<file path="src/rtl/dma_xfer_ctrl_if.sv">
`default_nettype none
// ============================================================================
// Module   : dma_xfer_ctrl_if
// Brief    : Single-outstanding ICB master bundle (command + response
//            channels) used between the DMA sequencer and the bus.
// Revision : 1.0 - initial release
// ============================================================================
interface dma_xfer_ctrl_if #(
  parameter int AW = 32,
  parameter int DW = 32
);
  logic            m_cmd_valid;
  logic            m_cmd_ready;
  logic [AW-1:0]   m_cmd_addr;
  logic            m_cmd_read;
  logic [DW-1:0]   m_cmd_wdata;
  logic [DW/8-1:0] m_cmd_wmask;
  logic            m_rsp_valid;
  logic            m_rsp_ready;
  logic            m_rsp_err;
  logic [DW-1:0]   m_rsp_rdata;

  modport master (
    output m_cmd_valid, m_cmd_addr, m_cmd_read, m_cmd_wdata, m_cmd_wmask, m_rsp_ready,
    input  m_cmd_ready, m_rsp_valid, m_rsp_err, m_rsp_rdata
  );

  modport slave (
    input  m_cmd_valid, m_cmd_addr, m_cmd_read, m_cmd_wdata, m_cmd_wmask, m_rsp_ready,
    output m_cmd_ready, m_rsp_valid, m_rsp_err, m_rsp_rdata
  );
endinterface
`default_nettype wire

</file>
<file path="src/rtl/dma_xfer_ctrl.sv">
`default_nettype none
// ============================================================================
// Module   : dma_xfer_ctrl
// Brief    : DMA sequencer. Latches a line x row configuration on cfg_vld and
//            copies contiguous 32-bit words one at a time (read, then write)
//            over a single-outstanding ICB master. Reports busy/done/err.
// Revision : 1.0 - initial release
// ============================================================================
module dma_xfer_ctrl #(
  parameter int AW   = 32,
  parameter int DW   = 32,
  parameter int STEP = 4
) (
  input  wire logic        clk,
  input  wire logic        rst_n,
  input  wire logic        cfg_vld,
  input  wire logic [31:0] sour_addr,
  input  wire logic [31:0] dest_addr,
  input  wire logic [31:0] line_size,
  input  wire logic [31:0] row_size,
  output logic      [2:0]  dma_ctr,
  output logic             done_pulse,
  dma_xfer_ctrl_if.master  m
);

  localparam logic [2:0] S_IDLE   = 3'd0;
  localparam logic [2:0] S_RD_CMD = 3'd1;
  localparam logic [2:0] S_RD_RSP = 3'd2;
  localparam logic [2:0] S_WR_CMD = 3'd3;
  localparam logic [2:0] S_WR_RSP = 3'd4;

  localparam logic [AW-1:0] c_step_inc = AW'(STEP);

  logic [2:0]    state_q, state_d;
  logic [AW-1:0] src_ptr_q, src_ptr_d;
  logic [AW-1:0] dst_ptr_q, dst_ptr_d;
  logic [31:0]   col_q, col_d;
  logic [31:0]   row_q, row_d;
  logic [31:0]   line_q, line_d;
  logic [31:0]   rows_q, rows_d;
  logic [DW-1:0] buf_q, buf_d;
  logic          busy_q, busy_d;
  logic          done_q, done_d;
  logic          err_q, err_d;
  logic          done_pulse_q, done_pulse_d;

  logic          cfg_ok;
  logic          end_of_line;
  logic          last_word;

  // A start with either dimension zero completes immediately without traffic
  assign cfg_ok      = (line_size != 32'd0) && (row_size != 32'd0);
  assign end_of_line = (col_q == line_q - 32'd1);
  assign last_word   = end_of_line && (row_q == rows_q - 32'd1);

  // State register; async reset drops any transfer and in-flight response
  always_ff @(posedge clk or negedge rst_n) begin
    if (!rst_n) state_q <= S_IDLE;
    else        state_q <= state_d;
  end

  // Next-state: one read then one write per word, abort on any error response
  always_comb begin
    state_d = state_q;
    case (state_q)
      S_IDLE:   if (cfg_vld && cfg_ok)  state_d = S_RD_CMD;
      S_RD_CMD: if (m.m_cmd_ready)      state_d = S_RD_RSP;
      S_RD_RSP: if (m.m_rsp_valid)      state_d = m.m_rsp_err ? S_IDLE : S_WR_CMD;
      S_WR_CMD: if (m.m_cmd_ready)      state_d = S_WR_RSP;
      S_WR_RSP: if (m.m_rsp_valid)      state_d = (m.m_rsp_err || last_word) ? S_IDLE : S_RD_CMD;
      default:                          state_d = S_IDLE;
    endcase
  end

  // Bus outputs decoded from state; payload comes from registers so it is stable under backpressure
  always_comb begin
    m.m_cmd_valid = (state_q == S_RD_CMD) || (state_q == S_WR_CMD);
    m.m_cmd_read  = (state_q == S_RD_CMD);
    m.m_cmd_addr  = '0;
    m.m_cmd_wdata = '0;
    m.m_cmd_wmask = '0;
    m.m_rsp_ready = (state_q == S_RD_RSP) || (state_q == S_WR_RSP);
    if (state_q == S_RD_CMD) begin
      m.m_cmd_addr = src_ptr_q;
    end else if (state_q == S_WR_CMD) begin
      m.m_cmd_addr  = dst_ptr_q;
      m.m_cmd_wdata = buf_q;
      m.m_cmd_wmask = '1;
    end
  end

  // Datapath: config latch, pointers, line/row counters, data buffer and status
  always_comb begin
    src_ptr_d    = src_ptr_q;
    dst_ptr_d    = dst_ptr_q;
    col_d        = col_q;
    row_d        = row_q;
    line_d       = line_q;
    rows_d       = rows_q;
    buf_d        = buf_q;
    busy_d       = busy_q;
    done_d       = done_q;
    err_d        = err_q;
    done_pulse_d = 1'b0;
    case (state_q)
      S_IDLE: begin
        if (cfg_vld) begin
          done_d = 1'b0;
          err_d  = 1'b0;
          if (cfg_ok) begin
            src_ptr_d = AW'(sour_addr);
            dst_ptr_d = AW'(dest_addr);
            line_d    = line_size;
            rows_d    = row_size;
            col_d     = 32'd0;
            row_d     = 32'd0;
            busy_d    = 1'b1;
          end else begin
            done_d       = 1'b1;
            done_pulse_d = 1'b1;
          end
        end
      end
      S_RD_RSP: begin
        if (m.m_rsp_valid) begin
          buf_d = m.m_rsp_rdata;
          if (m.m_rsp_err) begin
            busy_d       = 1'b0;
            err_d        = 1'b1;
            done_d       = 1'b1;
            done_pulse_d = 1'b1;
          end
        end
      end
      S_WR_RSP: begin
        if (m.m_rsp_valid) begin
          if (m.m_rsp_err) begin
            busy_d       = 1'b0;
            err_d        = 1'b1;
            done_d       = 1'b1;
            done_pulse_d = 1'b1;
          end else begin
            src_ptr_d = src_ptr_q + c_step_inc;
            dst_ptr_d = dst_ptr_q + c_step_inc;
            if (end_of_line) begin
              col_d = 32'd0;
              row_d = row_q + 32'd1;
            end else begin
              col_d = col_q + 32'd1;
            end
            if (last_word) begin
              busy_d       = 1'b0;
              done_d       = 1'b1;
              done_pulse_d = 1'b1;
            end
          end
        end
      end
      default: ;
    endcase
  end

  // Datapath registers
  always_ff @(posedge clk or negedge rst_n) begin
    if (!rst_n) begin
      src_ptr_q    <= '0;
      dst_ptr_q    <= '0;
      col_q        <= '0;
      row_q        <= '0;
      line_q       <= '0;
      rows_q       <= '0;
      buf_q        <= '0;
      busy_q       <= 1'b0;
      done_q       <= 1'b0;
      err_q        <= 1'b0;
      done_pulse_q <= 1'b0;
    end else begin
      src_ptr_q    <= src_ptr_d;
      dst_ptr_q    <= dst_ptr_d;
      col_q        <= col_d;
      row_q        <= row_d;
      line_q       <= line_d;
      rows_q       <= rows_d;
      buf_q        <= buf_d;
      busy_q       <= busy_d;
      done_q       <= done_d;
      err_q        <= err_d;
      done_pulse_q <= done_pulse_d;
    end
  end

  assign dma_ctr    = {busy_q, done_q, err_q};
  assign done_pulse = done_pulse_q;

endmodule
`default_nettype wire

</file>
<file path="src/flat_wrapper.sv">
// flat-port wrapper written by rule: the top's interface ports become plain ports
module dma_xfer_ctrl_flat 
#(
  parameter int AW   = 32,
  parameter int DW   = 32,
  parameter int STEP = 4
)
  (clk, rst_n, cfg_vld, sour_addr, dest_addr, line_size, row_size, dma_ctr, done_pulse, m_m_cmd_valid, m_m_cmd_addr, m_m_cmd_read, m_m_cmd_wdata, m_m_cmd_wmask, m_m_rsp_ready, m_m_cmd_ready, m_m_rsp_valid, m_m_rsp_err, m_m_rsp_rdata);
  dma_xfer_ctrl_if #(.AW(AW), .DW(DW)) m_i ();
  input  wire logic clk;
  input  wire logic rst_n;
  input  wire logic cfg_vld;
  input  wire logic [31:0] sour_addr;
  input  wire logic [31:0] dest_addr;
  input  wire logic [31:0] line_size;
  input  wire logic [31:0] row_size;
  output logic      [2:0] dma_ctr;
  output logic done_pulse;
  output wire logic [$bits(m_i.m_cmd_valid)-1:0] m_m_cmd_valid;
  output wire logic [$bits(m_i.m_cmd_addr)-1:0] m_m_cmd_addr;
  output wire logic [$bits(m_i.m_cmd_read)-1:0] m_m_cmd_read;
  output wire logic [$bits(m_i.m_cmd_wdata)-1:0] m_m_cmd_wdata;
  output wire logic [$bits(m_i.m_cmd_wmask)-1:0] m_m_cmd_wmask;
  output wire logic [$bits(m_i.m_rsp_ready)-1:0] m_m_rsp_ready;
  input wire logic [$bits(m_i.m_cmd_ready)-1:0] m_m_cmd_ready;
  input wire logic [$bits(m_i.m_rsp_valid)-1:0] m_m_rsp_valid;
  input wire logic [$bits(m_i.m_rsp_err)-1:0] m_m_rsp_err;
  input wire logic [$bits(m_i.m_rsp_rdata)-1:0] m_m_rsp_rdata;
  assign m_m_cmd_valid = m_i.m_cmd_valid;
  assign m_m_cmd_addr = m_i.m_cmd_addr;
  assign m_m_cmd_read = m_i.m_cmd_read;
  assign m_m_cmd_wdata = m_i.m_cmd_wdata;
  assign m_m_cmd_wmask = m_i.m_cmd_wmask;
  assign m_m_rsp_ready = m_i.m_rsp_ready;
  assign m_i.m_cmd_ready = m_m_cmd_ready;
  assign m_i.m_rsp_valid = m_m_rsp_valid;
  assign m_i.m_rsp_err = m_m_rsp_err;
  assign m_i.m_rsp_rdata = m_m_rsp_rdata;
  dma_xfer_ctrl #(.AW(AW), .DW(DW), .STEP(STEP)) u_core (.clk(clk), .rst_n(rst_n), .cfg_vld(cfg_vld), .sour_addr(sour_addr), .dest_addr(dest_addr), .line_size(line_size), .row_size(row_size), .dma_ctr(dma_ctr), .done_pulse(done_pulse), .m(m_i));
endmodule
</file>
<file path="config.mk">
export PLATFORM = sky130hd
export DESIGN_NAME = dma_xfer_ctrl_flat
export DESIGN_NICKNAME = d
export VERILOG_FILES = /design/src/rtl/dma_xfer_ctrl_if.sv /design/src/rtl/dma_xfer_ctrl.sv /design/src/flat_wrapper.sv
export SDC_FILE = /design/constraint.sdc
export NUM_CORES = 1
export LEC_CHECK = 0
export BUFFER_PORTS_ARGS = -buffer_cell sky130_fd_sc_hd__buf_2
export CORE_MARGIN = 2
export CORE_UTILIZATION = 45
export DETAILED_ROUTE_END_ITERATION = 6
export PLACE_DENSITY = 0.66
export SYNTH_ARGS = -nofsm -noshare
export SYNTH_HDL_FRONTEND = slang
export SYNTH_SLANG_ARGS = --single-unit
</file>
<file path="constraint.sdc">
create_clock -name clk -period 4.9 [get_ports clk]
set_input_delay 0.49 -clock clk [delete_from_list [all_inputs] [get_ports clk]]
set_output_delay 0.49 -clock clk [all_outputs]
set_load 0.05 [all_outputs]
</file>
==> flow_summary_export.csv <==
group,metric,value,unit
sta,finalCriticalPeriod,4.05,ns
sta,setup_viol,0,
logic_synthesis,synth.yosys.seq_area_share,40.4,%
detailed_routing,drt_iter0_drc,1201,
logic_synthesis,yosys.area_share.xor_xnor,6.42,%
clock_network,cts_buffer_depth,3,
sta,rsz0062_at_grt,"no",
clock_network,cts_hold_buffers,0,
global_route,grt_max_degree,124,
logic_synthesis,synth_fp_nets,1898,
setup_path,r2r-start,"u_core.line_q[12]",
clock_network,post_cts_resize_count,0,
floorplan,core.rowCount,65,
outcome,outcome,"finished with violations",
setup_path,arrival,4.48,ns
logic_synthesis,postSynthAreaPerCell,8.30,µm²
finish,drive_above_1_share,19.0,%
detailed_routing,firstDrtPassIters,5,
logic_synthesis,yosys.area_share.simple,29.7,%
sta,skew,0.0127,ns
detailed_routing,vias,13700,
floorplan,ios,241,
finish,nets,2071,
global_route,antenna_found_initial,5,
setup_path,cp_common_cell,"mux2i_1",
clock_network,cts_root_buf,"clkbuf_16",
setup_path,path_buf_inv,1,
logic_synthesis,synthFlopType,"dfrtp_1",
setup_path,worstPathMaxFanout,48,
sta,tightest_slew,1.00,ns
logic_synthesis,synth_mux_area_share,5.91,%
run,drv_cap,0,
floorplan,fp.dieH,182,µm
global_route,track_usage,25.5,%
placement,portBuffers,240,
clock_network,cts_made_buffers,28,
floorplan,start_util,45.5,%
power_and_ir_drop,ir_worst_vdd,0.000484,V
setup_path,cp-end-kind,"register",
placement,dp_cells,2271,
setup_path,crit_family,"simple AND/OR/NAND/NOR gates",
global_route,grt_overflow_total,0,
clock_network,cts.sinks,231,
power_and_ir_drop,power,10400,µW
sta,hold_violations,15,
min_path,hold_class,"input port to async pin",
floorplan,die_x,182,µm
finish,ff_latch_area,0.00578,mm²
logic_synthesis,synth-compound-area-share,13.2,%
sta,slew_headroom,31.6,%
finish,syn_to_final_growth,17.7,%
setup_path,startpoint_type,"register",
placement,hpwl,29.9,mm
clock_network,worstSkewPairLatency,0.56,ns
detailed_routing,drt-vias-per-instance,5.90,
clock_network,htree_levels,1,
clock_network,cts_tree,"done",
logic_synthesis,postSynth.asyncResetShare,100,%
floorplan,dieArea,0.0333,mm²
setup_path,cp_data_required_time,5.34,ns
power_and_ir_drop,p_leak,0.00760,µW
finish,instances_no_fill,2326,
logic_synthesis,synth_area,0.0143,mm²
logic_synthesis,yosysWarningCount,0,
setup_path,startpoint,"u_core.line_q[12]",
setup_path,max_stage_delay,0.68,ns
finish,fillers,3009,
sta,drv_slew,0,
logic_synthesis,synth_edf_count,0,
clock_network,post_cts_buffers,0,
logic_synthesis,synth-seq-cells,231,
setup_path,critPathKind,"register to register",
finish,final_common_cell,"nand2_1",
logic_synthesis,postSynthCellCount,1726,
setup_path,crit_chain,"nor4_1 > nand4_1 > nor3_2 > mux2i_1 > or3b_2 > a22oi_2 > a31oi_4 > buf_4 > or4_1 > mux2i_1",
sta,fin_tns_setup,0,ns
logic_synthesis,synth_top_family_by_area,"simple AND/OR/NAND/NOR gates",
logic_synthesis,yosysUniqueCellTypes,72,
finish,final_util,53.6,%
setup_path,slowest_stage,"nor4_1",
sta,min_period_over_period,82.6,%
finish,multi_input_area,0.00805,mm²
logic_synthesis,synth_fa_ha_area_share,0.524,%
placement,gp_congestion,0.874,
detailed_routing,routedWlPerCell,18.3,µm
outcome,violations,"negative hold slack",
detailed_routing,routed_wl,42.6,mm
detailed_routing,drc,0,
sta,clock.fmax,247,MHz
detailed_routing,antenna_left,0,
global_route,grt_pass1_vias,13200,
floorplan,core_region_area,0.0315,mm²
sta,fin_hold_ws,-0.0410,ns
finish,final_cell_mix,"nand2_1 (293), buf_2 (239), dfrtp_1 (230)",
global_route,grt_pass1_wl,69.3,mm
clock_network,clk_pin_slew_worst_paths,0.06,ns
power_and_ir_drop,power_density,618,mW/mm²
logic make-up (layout without fill, tap and decap cells):
logic type | count (synthesis) | in the layout
adders and majority gates | 6 | 6
xor gates and xnor gates | 105 | 105
AOI/OAI and AO/OA | 302 | 302
and+or+nand+nor | 859 | 859
muxes | 80 | 80
other | 0 | 3
DFF | 231 | 231
buffers and inverters | 143 | 338
routing by layer:
metal	wire [µm]	global-route usage, %	vias to the layer above
met5	13	0	-
li1	-	-	6552
met1	19700	36.4	6622
met3	2790	4.39	68
met4	1080	7.26	2
met2	19000	40.0	491
worst paths after layout:
kind | endpoint | slack (ns) | cells after the start
min | u_core.rows_q[15] | -0.04 | 1
max in group asynchronous | u_core.state_q[1] | 3.72 | 2
max | u_core.row_q[12] | 0.85 | 10
min in group clk | u_core.src_ptr_q[1] | 0.13 | 3
max reg2reg | u_core.row_q[12] | 0.85 | 10
min reg2reg | u_core.dst_ptr_q[0] | 0.47 | 2
power by group:
group          total, µW  internal [µW]  switching [µW]
clock network       2360           1510             849
registers           3460           2580             878
logic               4590           1590            3010
total              10400           5680            4730
registers in the layout, indices dropped and copies added, names as in the netlist, 3 cells and up:
| name | flops |
|---|---|
| u_core.col_q | 32 |
| u_core.line_q | 32 |
| u_core.src_ptr_q | 32 |
| u_core.rows_q | 32 |
| u_core.state_q | 3 |
| u_core.row_q | 32 |
| u_core.dst_ptr_q | 32 |
| u_core.buf_q | 32 |
area by class of cell:
class                           instances  share of cell area, %
Clock inverter                         11                   1.45
Inverter                               28                  0.624
Sequential cell                       231                   34.3
Multi-Input combinational cell       1352                   47.7
Antenna cell                            3                 0.0445
Clock buffer                           41                   4.80
Tap cell                              402                   2.98
Timing Repair Buffer                  258                   8.06
Yosys cell counts, types with 7 or more instances:
cell / n / area (µm²)
nor4_1: 41 / 257
nand3_1: 81 / 405
and4_1: 16 / 140
and2_1: 14 / 87.6
or4_1: 24 / 180
mux2i_1: 43 / 430
nand4_1: 44 / 275
o31ai_1: 11 / 82.6
and3_1: 57 / 357
dfrtp_1: 231 / 5780
a211oi_1: 7 / 52.6
a31oi_1: 10 / 62.6
nor2_1: 158 / 593
nand2_1: 295 / 1110
or3_1: 14 / 87.6
xnor2_1: 56 / 490
buf_1: 9 / 33.8
a21oi_1: 102 / 510
inv_1: 28 / 105
nor3_1: 57 / 285
xor2_1: 49 / 429
o22ai_1: 25 / 156
a311oi_1: 7 / 61.3
nand2b_1: 17 / 106
mux2_2: 37 / 417
o21ai_0: 69 / 345
clkbuf_1: 97 / 364
stage by stage:
stage | area [µm²] | setup WS, ns
2_1_floorplan | 14300 | 1.44
3_3_place_gp | 15800 | 0.950
3_5_place_dp | 15800 | 0.909
4_1_cts | 16800 | 0.856
5_1_grt | 16900 | 0.470
6_report | 16900 | 0.854
(Power assumes the default switching activity.)
